$ cat config.mk
export PLATFORM = sky130hd
export DESIGN_NAME = entrada_dados_bcd
export DESIGN_NICKNAME = d
export VERILOG_FILES = /design/src/rtl/entrada_dados_bcd.sv
export SDC_FILE = /design/constraint.sdc
export NUM_CORES = 1
export LEC_CHECK = 0
export CELL_PAD_IN_SITES_DETAIL_PLACEMENT = 1
export CELL_PAD_IN_SITES_GLOBAL_PLACEMENT = 1
export CORE_UTILIZATION = 24
export CTS_CLUSTER_DIAMETER = 120
export DETAILED_ROUTE_END_ITERATION = 8
export GPL_TIMING_DRIVEN = 0
export PLACE_DENSITY = 0.54
export SETUP_SLACK_MARGIN = 0.5
export SLEW_MARGIN = 10
export SYNTH_ARGS = -nofsm -noshare
export SYNTH_HDL_FRONTEND = slang
export SYNTH_SLANG_ARGS = --single-unit
$ cat constraint.sdc
create_clock -name clock -period 11 [get_ports clock]
set_input_delay 2.2 -clock clock [delete_from_list [all_inputs] [get_ports clock]]
set_output_delay 2.2 -clock clock [all_outputs]
set_load 0.01 [all_outputs]
$ cat src/rtl/entrada_dados_bcd.sv
// Keypad decimal-entry block: accumulates BCD digits into a binary word with a valid/ready handoff.
// Optional signed entry (sinal port, negativo flag) is enabled by defining ENTRADA_SINAL_EN.
module entrada_dados_bcd #(
  parameter int DATA_WIDTH = 16,
  parameter int MAX_DIGITS = 5,
  localparam int NW = $clog2(MAX_DIGITS + 1),
  localparam int EW = 4 * MAX_DIGITS
) (
  input  logic                  clock,
  input  logic                  reset,
  input  logic [3:0]            digito,
  input  logic                  digito_valido,
  input  logic                  confirma,
  input  logic                  limpa,
  output logic [DATA_WIDTH-1:0] data,
  output logic                  data_valid,
  input  logic                  data_ready,
  output logic [EW-1:0]         eco_bcd,
  output logic [NW-1:0]         num_digitos,
  output logic                  ocupado,
`ifdef ENTRADA_SINAL_EN
  input  logic                  sinal,
  output logic                  negativo,
`endif
  output logic                  erro
);

  typedef enum logic [1:0] {
    OCIOSO  = 2'd0,
    ENTRADA = 2'd1,
    PRONTO  = 2'd2
  } estado_t;

  estado_t               estado_q, estado_d;
  logic [DATA_WIDTH-1:0] acc_q, acc_d;
  logic [DATA_WIDTH-1:0] data_q, data_d;
  logic [EW-1:0]         eco_q, eco_d;
  logic [NW-1:0]         num_q, num_d;
  logic                  data_valid_q, data_valid_d;
  logic                  ocupado_q, ocupado_d;
  logic                  erro_q, erro_d;
  logic [DATA_WIDTH+3:0] cand_s, limite_s, acc_ext_s;
`ifdef ENTRADA_SINAL_EN
  logic                  neg_q, neg_d;
  logic [DATA_WIDTH+3:0] limite_pos_s, limite_neg_s;
`endif

  // Candidate acc*10 + digit computed wide enough that overflow is visible.
  always_comb begin
    acc_ext_s = {4'b0000, acc_q};
    cand_s    = (acc_ext_s << 3) + (acc_ext_s << 1) + {{DATA_WIDTH{1'b0}}, digito};
`ifdef ENTRADA_SINAL_EN
    limite_pos_s = {5'b00000, {(DATA_WIDTH-1){1'b1}}};
    limite_neg_s = limite_pos_s + {{(DATA_WIDTH+3){1'b0}}, 1'b1};
    limite_s     = neg_q ? limite_neg_s : limite_pos_s;
`else
    limite_s = {4'b0000, {DATA_WIDTH{1'b1}}};
`endif
  end

  // Next-state logic; priority is limpa > PRONTO handling > confirma > sinal > digit.
  always_comb begin
    estado_d = estado_q;
    acc_d    = acc_q;
    data_d   = data_q;
    eco_d    = eco_q;
    num_d    = num_q;
    erro_d   = 1'b0;
`ifdef ENTRADA_SINAL_EN
    neg_d    = neg_q;
`endif
    if (limpa) begin
      estado_d = OCIOSO;
      acc_d    = {DATA_WIDTH{1'b0}};
      eco_d    = {EW{1'b0}};
      num_d    = {NW{1'b0}};
`ifdef ENTRADA_SINAL_EN
      neg_d    = 1'b0;
`endif
    end else if (estado_q == PRONTO) begin
      erro_d = confirma | digito_valido;
      if (data_ready) begin
        estado_d = OCIOSO;
        acc_d    = {DATA_WIDTH{1'b0}};
        eco_d    = {EW{1'b0}};
        num_d    = {NW{1'b0}};
`ifdef ENTRADA_SINAL_EN
        neg_d    = 1'b0;
`endif
      end else begin
        estado_d = PRONTO;
      end
    end else if (confirma) begin
      if (estado_q == ENTRADA) begin
        estado_d = PRONTO;
`ifdef ENTRADA_SINAL_EN
        data_d   = neg_q ? (~acc_q + {{(DATA_WIDTH-1){1'b0}}, 1'b1}) : acc_q;
`else
        data_d   = acc_q;
`endif
      end else begin
        estado_d = estado_q;
      end
`ifdef ENTRADA_SINAL_EN
    end else if (sinal) begin
      // The limit that applies after the toggle is the one for the opposite sign.
      if (acc_ext_s > (neg_q ? limite_pos_s : limite_neg_s)) begin
        erro_d = 1'b1;
      end else begin
        neg_d = ~neg_q;
      end
`endif
    end else if (digito_valido) begin
      if ((digito > 4'd9) || (num_q == NW'(MAX_DIGITS)) || (cand_s > limite_s)) begin
        erro_d = 1'b1;
      end else begin
        acc_d    = cand_s[DATA_WIDTH-1:0];
        eco_d    = {eco_q[EW-5:0], digito};
        num_d    = num_q + {{(NW-1){1'b0}}, 1'b1};
        estado_d = ENTRADA;
      end
    end else begin
      estado_d = estado_q;
    end
    data_valid_d = (estado_d == PRONTO);
    ocupado_d    = (estado_d != OCIOSO);
  end

  // State and registered outputs.
  always_ff @(posedge clock) begin
    if (reset) begin
      estado_q     <= OCIOSO;
      acc_q        <= {DATA_WIDTH{1'b0}};
      data_q       <= {DATA_WIDTH{1'b0}};
      eco_q        <= {EW{1'b0}};
      num_q        <= {NW{1'b0}};
      data_valid_q <= 1'b0;
      ocupado_q    <= 1'b0;
      erro_q       <= 1'b0;
`ifdef ENTRADA_SINAL_EN
      neg_q        <= 1'b0;
`endif
    end else begin
      estado_q     <= estado_d;
      acc_q        <= acc_d;
      data_q       <= data_d;
      eco_q        <= eco_d;
      num_q        <= num_d;
      data_valid_q <= data_valid_d;
      ocupado_q    <= ocupado_d;
      erro_q       <= erro_d;
`ifdef ENTRADA_SINAL_EN
      neg_q        <= neg_d;
`endif
    end
  end

  assign data        = data_q;
  assign data_valid  = data_valid_q;
  assign eco_bcd     = eco_q;
  assign num_digitos = num_q;
  assign ocupado     = ocupado_q;
  assign erro        = erro_q;
`ifdef ENTRADA_SINAL_EN
  assign negativo    = neg_q;
`endif

endmodule

Word level (Yosys, flattened, before mapping)

Index checks and enable logic that the tools add are counted.

Register bits after elaboration: 60
Output and inout port bits: 42

Bitwise gates (word level): 3
Mux-type cells: 26
Magnitude comparators: 2
Add/subtract/negate cells: 3
Eq/ne operators: 7
Reduce and logical (&&, ||, !) cells: 7

Operator list:

| kind                                                            | number |
|---|---|
| two-way mux 20 bit                                              | 5 |
| two-way mux 16 bit                                              | 5 |
| adder 19 x 17 -> 20 bit                                         | 1 |
| adder 20 x 4 -> 20 bit                                          | 1 |
| greater-than comparator 20 x 16 -> 1 bit, second input constant | 1 |
| two-way mux 3 bit                                               | 5 |
| two-way mux 2 bit                                               | 7 |
| AND reduction 4 bit                                             | 2 |
| equality test 2 bit, second input constant                      | 2 |
| greater-than comparator 4 bit, second input constant            | 1 |
| two-way mux 1 bit                                               | 4 |
| != test 2 bit, second input constant                            | 2 |
| nonzero test 2 bit                                              | 2 |
| adder 3 x 1 -> 3 bit, second input constant                     | 1 |
| equality test 3 bit, second input constant                      | 1 |
| equality test 2 x 1 -> 1 bit, second input constant             | 1 |
| logical OR 1 bit                                                | 2 |
| != test 2 x 1 -> 1 bit, second input constant                   | 1 |
| NOT 1 bit                                                       | 2 |
| OR reduction 2 bit                                              | 1 |
| OR 1 bit                                                        | 1 |

Logic depth before layout (Yosys ltp)

Depth in word-level cells: 10
Gate-level depth with buffers: 13
Gate-level depth less buffers: 11

Worst setup path after synthesis

No wires, ideal clock.

Path type: input to register
Start point: input port digito[3]
End point: register num_q[0] (netlist: num_digitos[0])
Data arrival time: 5,086 ps
Library setup time: 72 ps
Stages: 13
Slack: 5,843 ps
Path through: inv_1 -> fa_1 -> inv_1 -> fa_1 -> a211oi_2 -> o211ai_2 -> a211o_1 -> and3b_1 -> or2_4 -> nor4_4 -> buf_6 -> buf_12 -> mux2i_1

Word-level cells in the longest chain between the ends: 5
Elaborated cells on any way between the ends: 7

RTL lines:

| what                                                                                | line    | text |
|---|---|---|
| start, declared                                                                     | 11      | `input logic [3:0] digito,` |
| adder 20 x 4 -> 20 bit / greater-than comparator 4 bit (equally long branches)      | 51, 114 |  |
| greater-than comparator 20 x 16 -> 1 bit / logical OR 1 bit (equally long branches) | 114     | `if ((digito > 4'd9) \|\| (num_q == NW'(MAX_DIGITS)) \|\| (cand_s > limite_s)) begin` |
| logical OR 1 bit (*)                                                                | 114     |  |
| != test 2 bit (no source line) (*)                                                  | n/a     |  |
| AND reduction 4 bit (no source line) (*)                                            | n/a     |  |
| end signal, assigned                                                                | 136     | `num_q <= {NW{1'b0}};` |
| end signal, assigned                                                                | 148     | `num_q <= num_d;` |
| end, declared                                                                       | 38      | `logic [NW-1:0] num_q, num_d;` |

Every way passes the cells marked *; elsewhere a longest branch is shown, timed or not.
A chain may end at the register's enable or synchronous reset.

Worst setup path in the final report

Start point: input port digito[3]
End point: register eco_q[12] (netlist: eco_bcd[12])

Word-level cells in the longest chain between the ends: 5
Elaborated cells on any way between the ends: 7

RTL lines:

| what                                                                                | line    | text |
|---|---|---|
| adder 20 x 4 -> 20 bit / greater-than comparator 4 bit (equally long branches)      | 51, 114 |  |
| greater-than comparator 20 x 16 -> 1 bit / logical OR 1 bit (equally long branches) | 114     |  |
| logical OR 1 bit (*)                                                                | 114     |  |
| != test 2 bit (no source line) (*)                                                  | n/a     |  |
| AND reduction 4 bit (no source line) (*)                                            | n/a     |  |
| end signal, assigned                                                                | 135     | `eco_q <= {EW{1'b0}};` |
| end signal, assigned                                                                | 147     | `eco_q <= eco_d;` |
| end, declared                                                                       | 37      | `logic [EW-1:0] eco_q, eco_d;` |

Marks and branches as above.

==> flow_metrics.env <==
export IMPL_ctsHoldBuffers=0
export IMPL_seq_area_um2=1180
export IMPL_violations="DRC"
export IMPL_critPathLaunchType="input port"
export IMPL_holdPathStages=2
export IMPL_clock_latency_ns=0.33
export IMPL_pin_count=52
export IMPL_hold_viol=0
export IMPL_ir_drop_uv=81.7
export IMPL_syn_cell_area_um2=3630
export IMPL_arrival_ns=5.99
export IMPL_avgSynthCellArea_um2=8.71
export IMPL_cp_required_ns=11.25
export IMPL_yosysTopAreaCellShare_pct=32.5
export IMPL_numPortBuffers=51
export IMPL_finalClockSkew_ns=0.00717
export IMPL_leakagePower_nw=1.89
export IMPL_drt_wirelength_per_cell_um=15.8
export IMPL_nFillCells=1706
export IMPL_worst_pin_slew_ns=0.571
export IMPL_ys_top_cells_by_area="dfxtp_1, ha_1, mux2i_1, nand2_1, nand3_1"
export IMPL_cts_clk_slew_worst_paths_ns=0.05
export IMPL_htreeDepth=3
export IMPL_core_um2=14600
export IMPL_yosys_warnings=0
export IMPL_finalPower_mw=0.546
export IMPL_crit_fanout=10
export IMPL_area_delta_synth_final_pct=28.9
export IMPL_worstSetupPathType="in -> reg"
export IMPL_setup_slack_ns=5.26
export IMPL_gp_congestion=0.763
export IMPL_hold_ws_ns=0.457
export IMPL_final_nets=524
export IMPL_synth_seq_cells=59
export IMPL_die_w_um=125
export IMPL_drt_iter0_drc=123
export IMPL_synth_top_cell_by_area="dfxtp_1"
export IMPL_clockBufferDepth=2
export IMPL_grt_pass1_vias=3419
export IMPL_drive_gt1_share_pct=7.85
export IMPL_drcViolationCount=13
export IMPL_timing_final_crit_share_pct=52.2
export IMPL_totalWireLength_mm=10.5
export IMPL_critPathCaptureType="register"
export IMPL_cts_repair_resized=0
export IMPL_placed_area_um2=4370
export IMPL_synth_enable_flop_cells=0
export IMPL_synth_main_ff_cell="dfxtp_1"
export IMPL_ctsRootBufferMaster="clkbuf_16"
export IMPL_hp_class="reg -> reg"
export IMPL_grt_pass1_wl_mm=17.5
export IMPL_r2r_setup_slack_ns=7.28
export IMPL_drv_cap=0
export IMPL_grtUsageTotal_pct=14.2
export IMPL_place_hpwl_mm=8.06
export IMPL_tns_ns=0
export IMPL_yosysSeqAreaShare_pct=32.5
export IMPL_rsz0062_at_grt="false"
export IMPL_cts_tree="done"
export IMPL_die_h_um=125
export IMPL_drtPass1Iterations=6
export IMPL_cts_setup_buffers=0
export IMPL_rows=44
export IMPL_die_area_um2=15600
export IMPL_slew_headroom_pct=61.9
export IMPL_ant_nets=0
export IMPL_yosys_top_cells_count="nand2_1, dfxtp_1, nand3_1, mux2i_1"
export IMPL_yosysUniqueCellTypes=54
export IMPL_yosysMostFrequentCell="nand2_1"
export IMPL_cts_sinks=59
export IMPL_status="finished, violations left"
export IMPL_power_density_nw_per_um2=117
export IMPL_grt_overflow_total=0
export IMPL_slew_violations=0
export IMPL_max_freq_mhz=174
export IMPL_finalInstanceArea_um2=4680
export IMPL_cts_buffers_inserted=9
export IMPL_ys_async_sr_fraction_pct=0
export IMPL_start_util_pct=24.8
export IMPL_antenna_found_initial=0
export IMPL_period_minus_slack_ns=5.74
export IMPL_multi_input_area_um2=2190
export IMPL_synthesis_nets=462
export IMPL_viasPerCell=4.70
export IMPL_finalSetupViolCount=0
export IMPL_antenna_cells=0
export IMPL_detailedPlace_worstSlack_ns=4.91
export IMPL_grt_max_degree=11
export IMPL_vias=3138
export IMPL_reg2regPathDepth=13
export IMPL_netlist_instances=417
[layer usage]
layer | global-route usage, % | vias to the layer above | routed length [µm]
li1 | - | 1589 | -
met1 | 17.3 | 1498 | 5030
met2 | 25.1 | 43 | 5090
met3 | 3.38 | 8 | 324
met4 | 3.44 | 0 | 100
met5 | 0 | - | 0
[layout by cell type, fill, tap and decap left out, types with 6 or more instances in the layout]
master and count:
clkbuf_16 9, nand3_1 39, ha_1 33, dlygate4sd1_1 8
mux2i_1 38, a21o_1 6, inv_1 10, clkbuf_1 10
dfxtp_1 59, nor2_1 11, a21oi_1 33, o21ai_0 9
clkdlybuf4s50_1 51, nand2_1 79, xor2_1 7
[cell families after synthesis]
logic type | count (synthesis) | synth area share (%)
adder cells (fa/ha/maj) | 35 | 12.5
multiplexers | 39 | 10.9
buffers and inverters | 38 | 7.24
AO/OA/AOI/OAI | 76 | 13.6
AND/OR/NAND/NOR | 158 | 20.4
XOR/XNOR | 12 | 2.89
flip-flops | 59 | 32.5
[area by class of cell]
type / count / share of cell area (%)
repair buffers: 51 / 10.9
multi-input cells: 320 / 46.7
clock inverters: 5 / 1.66
plain buffers: 28 / 4.81
well taps: 184 / 4.92
flip-flops and latches: 59 / 25.2
inverters: 10 / 0.802
clock buffers: 11 / 4.97
[power by group]
part,internal (mW),switching (mW),leakage [nW]
Clock,0.197,0.0990,0.150
Combinational,0.0146,0.0186,1.27
Sequential,0.215,0.000936,0.475
[stage by stage]
step | cells | util (%)
finish | 668 | 32.0
floorplan | 417 | -
global route | 668 | 32.0
detailed placement | 652 | 29.9
global placement | 652 | 29.9
CTS | 668 | 32.0
[state kept, by name, summed over array words and instances, names as in the netlist]
name         cells
acc_q           16
data            16
data_valid       1
eco_bcd         19
erro             1
estado_q         2
num_digitos      3
ocupado          1
[worst paths after layout]
path	startpoint	end
min reg2reg	data[3]$_SDFFE_PP0P_	data[3]$_SDFFE_PP0P_
min	data[3]$_SDFFE_PP0P_	data[3]$_SDFFE_PP0P_
max	digito[3]	eco_bcd[12]$_SDFFE_PP0P_
max reg2reg	acc_q[0]$_SDFFE_PP0P_	eco_bcd[12]$_SDFFE_PP0P_
[critical path: stages]
cell             delay (ns)
clkdlybuf4s50_1        0.55
inv_1                  0.09
fa_1                   0.54
inv_1                  0.07
fa_1                   0.49
a211oi_2               0.29
o211ai_2               0.14
a211o_1                0.31
and3b_1                0.20
or2_4                  0.28
nor4_4                 0.22
buf_6                  0.25
buf_12                 0.17
mux2i_1                0.19
(Power assumes the default switching activity.)
